==> src/rtl/stream_link_pkg.sv <==
// Shared types and constants for the stream_link FIFO: overflow policy,
// drop-counter sizing and the occupancy-width helper.
package stream_link_pkg;

   typedef enum logic {
      BACKPRESSURE = 1'b0,
      DROP_NEWEST  = 1'b1
   } drop_mode_e;

   localparam int unsigned DROP_CNT_W = 8;
   localparam logic [DROP_CNT_W-1:0] DROP_CNT_MAX = 8'hFF;

   // Occupancy runs 0..depth inclusive, so it needs one more code than depth.
   function automatic int unsigned level_w(input int unsigned depth);
      return $clog2(depth + 1);
   endfunction

endpackage

==> src/rtl/stream_link_mem.sv <==
// DEPTH x WIDTH storage: synchronous write, asynchronous read, no reset.
module stream_link_mem #(
   parameter  int unsigned WIDTH = 3,
   parameter  int unsigned DEPTH = 4,
   localparam int unsigned AW    = $clog2(DEPTH)
) (
   input  logic             clk,
   input  logic             we,
   input  logic [AW-1:0]    waddr,
   input  logic [WIDTH-1:0] wdata,
   input  logic [AW-1:0]    raddr,
   output logic [WIDTH-1:0] rdata
);

   logic [WIDTH-1:0] r_mem [DEPTH];

   always_ff @(posedge clk) begin
      if (we) begin
         r_mem[waddr] <= wdata;
      end
   end

   assign rdata = r_mem[raddr];

endmodule

==> src/rtl/stream_link_fifo.sv <==
// First-word-fall-through link buffer between a tx producer and an rx consumer,
// with valid/ready on both sides and a backpressure or drop-newest overflow policy.
module stream_link_fifo
   import stream_link_pkg::*;
#(
   parameter int unsigned WIDTH     = 3,
   parameter int unsigned DEPTH     = 4,
   parameter int unsigned DROP_MODE = 0
) (
   input  logic                        clk,
   input  logic                        rst_n,
   input  logic                        tx_valid,
   output logic                        tx_ready,
   input  logic [WIDTH-1:0]            tx_data,
   output logic                        rx_valid,
   input  logic                        rx_ready,
   output logic [WIDTH-1:0]            rx_data,
   output logic [level_w(DEPTH)-1:0]   level,
   output logic [DROP_CNT_W-1:0]       drop_cnt
);

   localparam drop_mode_e      MODE     = (DROP_MODE != 0) ? DROP_NEWEST : BACKPRESSURE;
   localparam int unsigned     AW       = $clog2(DEPTH);
   localparam int unsigned     LW       = level_w(DEPTH);
   localparam logic [LW-1:0]   FULL_LVL = LW'(DEPTH);

   logic [AW-1:0]         r_wptr;
   logic [AW-1:0]         r_rptr;
   logic [LW-1:0]         r_level;
   logic [DROP_CNT_W-1:0] r_drop_cnt;

   logic                  w_full;
   logic                  w_push;
   logic                  w_pop;
   logic                  w_drop;
   logic [WIDTH-1:0]      w_rdata;

   // tx_ready looks only at level and reset, so no path runs from tx_valid/rx_ready.
   // In drop-newest mode a full buffer still takes a word when a pop frees a slot.
   always_comb begin
      w_full   = (r_level == FULL_LVL);
      tx_ready = rst_n && ((MODE == DROP_NEWEST) || !w_full);
      rx_valid = (r_level != '0);
      w_pop    = rx_valid && rx_ready;
      w_push   = tx_valid && tx_ready && (!w_full || w_pop);
      w_drop   = (MODE == DROP_NEWEST) && tx_valid && tx_ready && w_full && !w_pop;
      rx_data  = rx_valid ? w_rdata : '0;
   end

   always_ff @(posedge clk) begin
      if (!rst_n) begin
         r_wptr     <= '0;
         r_rptr     <= '0;
         r_level    <= '0;
         r_drop_cnt <= '0;
      end else begin
         if (w_push) begin
            r_wptr <= r_wptr + AW'(1);
         end
         if (w_pop) begin
            r_rptr <= r_rptr + AW'(1);
         end
         case ({w_push, w_pop})
            2'b10:   r_level <= r_level + LW'(1);
            2'b01:   r_level <= r_level - LW'(1);
            default: r_level <= r_level;
         endcase
         if (w_drop && (r_drop_cnt != DROP_CNT_MAX)) begin
            r_drop_cnt <= r_drop_cnt + DROP_CNT_W'(1);
         end
      end
   end

   stream_link_mem #(
      .WIDTH (WIDTH),
      .DEPTH (DEPTH)
   ) u_mem (
      .clk   (clk),
      .we    (w_push),
      .waddr (r_wptr),
      .wdata (tx_data),
      .raddr (r_rptr),
      .rdata (w_rdata)
   );

   assign level    = r_level;
   assign drop_cnt = r_drop_cnt;

endmodule

==> config.mk <==
export PLATFORM = sky130hd
export DESIGN_NAME = stream_link_fifo
export DESIGN_NICKNAME = d
export VERILOG_FILES = /design/src/rtl/stream_link_pkg.sv /design/src/rtl/stream_link_mem.sv /design/src/rtl/stream_link_fifo.sv
export SDC_FILE = /design/constraint.sdc
export NUM_CORES = 1
export LEC_CHECK = 0
export ABC_AREA = 0
export BUFFER_PORTS_ARGS = -buffer_cell sky130_fd_sc_hd__buf_2
export CORE_ASPECT_RATIO = 0.75
export CORE_MARGIN = 4
export CORE_UTILIZATION = 36
export DETAILED_ROUTE_END_ITERATION = 7
export PLACE_DENSITY = 0.56
export SYNTH_ARGS = -nofsm -noshare
export SYNTH_HDL_FRONTEND = slang
export SYNTH_SLANG_ARGS = --single-unit
==> constraint.sdc <==
create_clock -name clk -period 2.7 [get_ports clk]
set_input_delay 0.405 -clock clk [delete_from_list [all_inputs] [get_ports clk]]
set_output_delay 0.405 -clock clk [all_outputs]
set_load 0.005 [all_outputs]
-- Word-level counts from Yosys, hierarchy flattened
Memories as Yosys holds them, arrays and structs flattened. A register that Yosys moved wholly into a read port is not among the register bits.
Cells that the tools add are included.
- memory bits (writable): 12
- bits in latches: 0
- word-level logic and storage cells: 25
- bits in read-only memories: 0
- flip-flop bits (word level): 7
- output and inout port bits: 16
- input port bits: 7
- memories kept: 1
- memory list (name ; depth ; width ; read ports ; clocked after Yosys merged registers in ; write ports ; RTL line ; text):
    u_mem.r_mem ; 4 ; 3 ; 1 ; 1 ; 1 ; stream_link_mem.sv:15 ; logic [WIDTH-1:0] r_mem [DEPTH];
- reduce and logical (&&, ||, !) cells: 8
- $lt $le $gt $ge: 0
- equal/unequal tests: 3
- $add $sub $neg: 4
- multipliers: 0
- bitwise operators: 0
- multiplexer cells: 6
- shifts and indexed selects: 0
- div/mod/pow operators: 0
- operators with widths (cell ; number):
    3-bit one-hot mux with 2 select lines ; 1
    2-bit by 1-bit adder with 2-bit output (second input constant) ; 2
    1-bit logical AND ; 4
    2-bit two-way mux ; 2
    3-bit by 1-bit adder with 3-bit output (second input constant) ; 1
    3-bit == test (second input constant) ; 1
    3-bit two-way mux ; 1
    3-bit nonzero test ; 1
    3-bit by 1-bit subtractor with 3-bit output (second input constant) ; 1
    2-bit by 1-bit == test with 1-bit output (second input constant) ; 1
    2-bit == test (second input constant) ; 1
    1-bit two-way mux ; 2
    2-bit nonzero test ; 1
    1-bit logical NOT ; 1
    1-bit logical OR ; 1

-- Logic depth before layout (Yosys ltp)
Gate-level depths: netlist (run 1).
- depth after elaboration: 7
- mapped depth: 10
- mapped depth without buffers: 9

-- By module
From an unflattened synthesis (run 1), not the netlist that was laid out.
- cell total of the unflattened synthesis: 75
- area total of the unflattened synthesis: 940.9 um^2
- by module, submodules not included (module ; sequential area each (um^2) ; instances ; area an instance (um^2) ; cells an instance):
    stream_link_fifo ; 140.1 ; 1 ; 470.5 ; 56
    stream_link_mem ; 360.3 ; 1 ; 470.5 ; 19

-- Least setup slack after synthesis (run 1)
Ideal clock, no wire load.
- path type: input-to-reg
- start point: input port rst_n
- end point: register r_level[2] (netlist: level[2])
- arrival time: 1.902 ns
- setup slack: 0.723 ns
- buffers on the path: 1
- required time: 2.624 ns
- cell stages on the path: 10
- library setup time: 0.076 ns
- path through: clkbuf_2 -> nand2_1 -> a21oi_2 -> inv_1 -> ha_1 -> inv_1 -> fa_1 -> xor2_1 -> or3_1 -> a21boi_0
- cells in the longest elaborated chain, start to end: 5
- elaborated cells between the ends (all ways): 7
- classes of those cells: eq/ne: 2; mux: 1; reduce/logical: 4
- ends and longest elaborated chain (element ; RTL line ; text):
    start, declared ; stream_link_fifo.sv:11 ; input logic rst_n,
    1-bit logical AND ; stream_link_fifo.sv:42 ; tx_ready = rst_n && ((MODE == DROP_NEWEST) || !w_full);
    1-bit logical AND (2 in a row) ; stream_link_fifo.sv:45 ; w_push = tx_valid && tx_ready && (!w_full || w_pop);
    2-bit by 1-bit == test with 1-bit output / 2-bit == test (equally long branches) ; stream_link_fifo.sv:63 ; case ({w_push, w_pop})
    3-bit one-hot mux with 2 select lines / 2-bit nonzero test (equally long branches) ; -- ;
    end signal, assigned ; stream_link_fifo.sv:64 ; 2'b10: r_level <= r_level + LW'(1);
    end signal, assigned ; stream_link_fifo.sv:65 ; 2'b01: r_level <= r_level - LW'(1);
    end signal, assigned ; stream_link_fifo.sv:66 ; default: r_level <= r_level;
    end, declared ; stream_link_fifo.sv:29 ; logic [LW-1:0] r_level;
Parallel ways exist; a longest one is shown, timed or not.
A chain may end at the register's enable or synchronous reset.

-- Final worst setup path (run 1)
- start point: register r_level[2] (netlist: level[2])
- end point: register r_level[2] (netlist: level[2])
- elaborated cells between the ends (all ways): 14
- classes of those cells: add/sub: 2; eq/ne: 3; mux: 1; reduce/logical: 8
- RTL lines (element ; RTL line ; text):
    3-bit nonzero test * ; stream_link_fifo.sv:43 ; rx_valid = (r_level != '0);
    1-bit logical AND * ; stream_link_fifo.sv:44 ; w_pop = rx_valid && rx_ready;
    via w_pop ; stream_link_fifo.sv:34 ; logic w_pop;
    1-bit logical OR ; stream_link_fifo.sv:45 ;
    1-bit logical AND ; stream_link_fifo.sv:45 ;
    2-bit by 1-bit == test with 1-bit output / 2-bit == test (equally long branches) ; stream_link_fifo.sv:63 ;
    3-bit one-hot mux with 2 select lines / 2-bit nonzero test (equally long branches) ; -- ;
The timed path passes the listed nets; every way through them passes the cells marked *.

==> results of run 1 <==
flip-flops by register name, indices dropped and copies added, names as in the netlist, named ones only:
name         flops
u_mem.r_mem     12
r_wptr           2
r_rptr           2
level            3
synthesized netlist by cell type (all sizes together) (2+ instances only):
| cell | number |
|---|---|
| dfxtp | 9 |
| o21ai | 5 |
| edfxtp | 12 |
| inv | 8 |
| nand2 | 6 |
| mux2i | 2 |
| buf | 8 |
| a21boi | 3 |
| nor2b | 4 |
| and2 | 6 |
| ha | 5 |
| or3 | 2 |
| mux4 | 3 |
cell type report:
cell class / count / area (um2)
fill: 264 / 1514
clock buffer: 3 / 41.29
multi-input combinational: 51 / 396.6
clock inverter: 1 / 5.005
sequential: 21 / 540.5
inverter: 8 / 30.03
tap: 36 / 45.04
timing repair buffer: 14 / 70.07
placed cells by master (no fill, tap or decap):
master | Yosys | layout
buf_2 | 0 | 14
edfxtp_1 | 12 | 12
dfxtp_1 | 9 | 9
inv_1 | 8 | 8
conb_1 | 1 | 8
nand2_1 | 6 | 6
and2_1 | 6 | 6
o21ai_0 | 5 | 5
ha_1 | 5 | 5
nor2b_1 | 4 | 4
mux4_2 | 3 | 3
clkbuf_8 | 0 | 3
a21boi_0 | 2 | 2
mux2i_1 | 2 | 2
or3_1 | 2 | 2
nor3_2 | 1 | 1
nor2_1 | 1 | 1
a21oi_2 | 1 | 1
xnor2_1 | 1 | 1
nand4bb_1 | 1 | 1
a21boi_1 | 1 | 1
xor2_1 | 1 | 1
fa_1 | 1 | 1
clkinv_2 | 0 | 1
power breakdown:
part	internal (mW)	switching, mW	leakage [nW]
sequential	0.389	0.0561	0.183
clock	0.103	0.0968	0.0255
combinational	0.155	0.158	0.239
worst max-delay path, cell delays in order (launching register included):
cell and delay (ps):
dfxtp_1 450, nor3_2 150, nor2b_1 210, ha_1 210, inv_1 60, fa_1 380
xor2_1 160, or3_1 300, a21boi_0 170
metal layers:
layer	vias up	global-route usage [%]
met5	-	0
met4	0	2.922
met3	2	4.104
met2	16	14.24
met1	281	11.45
li1	292	-
how the worst max path moves through the flow:
stage          cells after the start       end  startpoint
2_1_floorplan                     10  level[2]       rst_n
4_1_cts                            8  level[2]    level[2]
6_report                           8  level[2]    level[2]
3_3_place_gp                      10  level[2]       rst_n
5_1_grt                            8  level[2]    level[2]
3_5_place_dp                       8  level[2]    level[2]
cell families (layout without fill, tap and decap cells):
| logic type | count (synthesis) | after routing | synth area share, % |
|---|---|---|---|
| flops | 21 | 21 | 53.73 |
| simple gates | 21 | 21 | 12.19 |
| buf+inv | 17 | 26 | 9.453 |
| compound gates | 9 | 9 | 5.597 |
| fa+ha+maj | 6 | 6 | 8.209 |
| mux | 5 | 5 | 8.706 |
| xor+xnor | 2 | 2 | 1.742 |
| other cells | 1 | 8 | 0.3728 |
through the flow:
| stage | cells | hold slack, ps | total power, mW |
|---|---|---|---|
| 6_report | 134 | 363.2 | 0.9582 |
| 5_1_grt | 134 | 364.8 | 1.043 |
| 3_5_place_dp | 130 | 481.2 | 0.7725 |
| 3_3_place_gp | 130 | 462.8 | 0.7610 |
| 4_1_cts | 134 | 354.9 | 0.9748 |
| 2_1_floorplan | 89 | 455.9 | 0.6636 |
==> reports/metrics.cfg, run 1 <==
[timing]
worstMarginPinSlew_ps = 519.6
fin_crit_ps = 2170
final.period_utilization_pct = 80.37
hold_violations = 0
finalMaxSlewViolations = 0
fin_skew_ps = 3.623
fmax_mhz = 460.8
rsz0062_at_grt = no
relSlewSlack_pct = 65.17
finalSetupViolCount = 0
timing.final.ws_setup_ps = 529.9
fin_setup_tns_ps = 0

[critical_path]
required_ps = 2880
cp_max_fo = 8
crit_path_end_kind = flop
r2r_slack_ps = 530
r2r_cells = 8
r2r_end = level[2]
start_kind = flop
cp.arrival_ps = 2350
criticalPathCategory = reg -> reg
crit-reg2reg-launch = level[2]

[cts]
cts_sinks = 21
cts_resized = 0
clk_pin_slew_worst_paths_ps = 70
ctsHoldBuffers = 0
numCtsBuffers = 3
cts_root_buffer = clkbuf_8
cts_tree = yes
clock_path_buffers = 2
cts_max_level = 1
post_cts_buffers = 0
insertion_delay_ps = 260

[synthesis]
ys_types = 23
synthArstFlopShare_pct = 0
yosys.area.top_type = edfxtp_1
synth_edf_count = 12
synth_ff_type = edfxtp_1
synthTopCellsByArea = edfxtp_1 36%, dfxtp_1 18%, mux4_2 6.7%
ys_ff_latch = 21
yosysWarnings = 0
netlist_area_mm2 = 0.001006
ys_seq_area_share_pct = 53.73
syn_inst = 82
yosys.area.top_type_share_pct = 35.82
synth_area_per_cell_um2 = 12.27

[detailed_routing]
vias = 591
vias_per_cell = 4.410
wl_met3_um = 99
wl_um = 1585
wire_per_inst_um = 11.83
drt_pass1_iterations = 4
routedLengthMet1_um = 723
drt_iter0_drc = 16
wl_met2_um = 754
postRouteAntennaNets = 0
drc = 0
highest_layer = met4

[final_layout]
n_antenna_cell = 0
fin_area_mm2 = 0.001129
drive_above_1_share_pct = 23.47
syn_to_final_growth_pct = 12.19
final_util_pct = 42.71
nets = 112

[grt]
antenna_found_initial = 0
grt_pass1_wl_um = 2518
grt_usage_pct = 9.117
grt_pass1_vias = 538
grt-ovfl-total = 0
grt_max_degree = 13

[place]
gp_congestion = 0.6603
post_dp_cell_area_mm2 = 0.001082
place.port_buffers = 14
dp_slack_ps = 516.4
place_hpwl_um = 1185

[pwr]
ir_drop_uv = 337.5
power_density_mw_per_mm2 = 849.0
p_leak_nw = 0.4467

[job]
drv_cap = 0

[min_path]
holdCritStartpoint = tx_data[1]
min_to = u_mem.r_mem[1][1]
hold_class = in -> reg
min_path_cells = 1

[floorplanning]
dieArea_mm2 = 0.003713
rows = 16
die_h_um = 53.78
core_area_mm2 = 0.002643
io_pins = 23
start_util_pct = 38.07
fp.dieW_um = 69.04

[status]
status = finished, final reports clean

No activity file was read; power rests on OpenSTA's default activity.
==> run 2, diff against run 1 <==
Clock period 2.7 ns to 2.15 ns, I/O delays scaled along.
==> reports/metrics.cfg, run 2 (same netlist as run 1, synthesis figures left out) <==
[status]
status = finished, final reports clean

[floorplanning]
fp.dieW_um = 69.04  ; unchanged
start_util_pct = 38.07  ; unchanged
dieArea_mm2 = 0.003713  ; unchanged
rows = 16  ; unchanged
io_pins = 23  ; unchanged
core_area_mm2 = 0.002643  ; unchanged
die_h_um = 53.78  ; unchanged

[timing]
fmax_mhz = 503.7  ; +9.3%
rsz0062_at_grt = no
hold_violations = 0  ; unchanged
fin_skew_ps = 4.065  ; +0.4417 ps
final.period_utilization_pct = 92.33  ; +12 points
fin_setup_tns_ps = 0  ; unchanged
fin_crit_ps = 1985  ; -184.9 ps
finalSetupViolCount = 0  ; unchanged
finalMaxSlewViolations = 0  ; unchanged

[place]
place.port_buffers = 14  ; unchanged
gp_congestion = 0.6501  ; -1.5%
place_hpwl_um = 1186  ; about the same
post_dp_cell_area_mm2 = 0.001090  ; +0.69%

[detailed_routing]
wl_um = 1485  ; -6.3%
vias_per_cell = 4.237  ; -3.9%
drt_iter0_drc = 18  ; +2
vias = 572  ; -3.2%
wire_per_inst_um = 11.00  ; -7.0%
drt_pass1_iterations = 2  ; -2
drc = 0  ; unchanged
postRouteAntennaNets = 0  ; unchanged

[final_layout]
largest_reg_flops = 12  ; unchanged
syn_to_final_growth_pct = 14.43
fin_area_mm2 = 0.001151  ; +2.0%
nets = 113  ; +0.89%
most-common-layout-cells = 14 x buf_2, 12 x edfxtp_1, 8 x inv_1, 8 x conb_1
regMostFlops = u_mem.r_mem
final_common_cell = buf_2
drive_above_1_share_pct = 29.29  ; +5.8 points
n_antenna_cell = 0  ; unchanged
fillCellCount = 274  ; +3.8%

[pwr]
power_density_mw_per_mm2 = 1069  ; +26%
p_leak_nw = 0.4565  ; +2.2%
ir_drop_uv = 359.7  ; +6.6%

[cts]
cts_sinks = 21  ; unchanged
insertion_delay_ps = 260  ; about the same
numCtsBuffers = 3  ; unchanged
cts_tree = yes
ctsHoldBuffers = 0  ; unchanged
clock_path_buffers = 2  ; unchanged
cts_resized = 0  ; unchanged
cts_max_level = 1  ; unchanged
clk_pin_slew_worst_paths_ps = 80  ; about the same
cts_root_buffer = clkbuf_8
post_cts_buffers = 0  ; unchanged

[critical_path]
r2r_slack_ps = 160  ; -370 ps
cp-endpoint = level[2]
cp_max_fo = 7  ; -1
r2r_end = level[2]
required_ps = 2330  ; -550 ps
start_kind = flop
crit-reg2reg-launch = level[1]
r2r_cells = 9  ; +1
criticalPathCategory = reg -> reg
crit_path_end_kind = flop
cp-startpoint = level[1]
cp.arrival_ps = 2170  ; -180 ps

[job]
drv_cap = 0  ; unchanged

[grt]
grt_max_degree = 13  ; unchanged
grt_pass1_vias = 508  ; -5.6%
grt_pass1_wl_um = 2408  ; -4.4%
grt-ovfl-total = 0  ; unchanged
antenna_found_initial = 0  ; unchanged
grt_usage_pct = 8.730  ; -0.39 points

[min_path]
min_path_cells = 1  ; unchanged
hold_class = in -> reg

run 2: metal layers:
metal	part of all wire [%]	wire, um	track usage, %
met2	47	693	13.13
met5	0	0	0
met1	46	686	11.05
met4	0.54	8	2.922
met3	6.5	97	4.291
run 2: layout make-up:
class                           count  area (um2)  area share (%)
Sequential cell                    21       544.3           47.28
Multi-Input combinational cell     51       407.9           35.43
Timing Repair Buffer               15       77.57           6.739
Tap cell                           36       45.04           3.913
Clock buffer                        3       41.29           3.587
Inverter                            8       30.03           2.609
Clock inverter                      1       5.005          0.4348
run 2: worst min path at each step:
stage | start | endpoint
floorplan | tx_data[0] | u_mem.r_mem[0][0]
global route | tx_data[1] | u_mem.r_mem[3][1]
global placement | r_rptr[1] | r_rptr[1]
detailed placement | r_rptr[1] | r_rptr[1]
finish | tx_data[1] | u_mem.r_mem[0][1]
CTS | tx_data[1] | u_mem.r_mem[0][1]
run 2: worst max-delay path: stages, from the launching register on:
cell and delay, ps:
dfxtp_2 360, nor2_2 140, a21oi_2 120, inv_1 70, ha_1 170, inv_1 60
fa_1 370, xor2_1 160, or3_1 300, a21boi_0 160
run 2: power breakdown:
part | total [mW] | internal, mW | switching (mW) | leakage (nW)
Combinational | 0.409 | 0.211 | 0.198 | 0.247
Sequential | 0.565 | 0.494 | 0.0716 | 0.184
Clock | 0.256 | 0.129 | 0.127 | 0.0255
run 2: through the flow:
step / total power, mW / utilization [%] / hold WS (ps) / setup slack (ps) / std cells
3_3_place_gp: 0.9603 / 41.24 / 466.3 / 135.4 / 131
5_1_grt: 1.324 / 43.56 / 276.1 / 20.43 / 135
3_5_place_dp: 0.9655 / 41.24 / 477.3 / 89.82 / 131
2_1_floorplan: 0.8333 / - / 421.4 / 218.6 / 89
6_report: 1.230 / 43.56 / 276.9 / 164.9 / 135
4_1_cts: 1.220 / 42.99 / 272.7 / 63.02 / 135
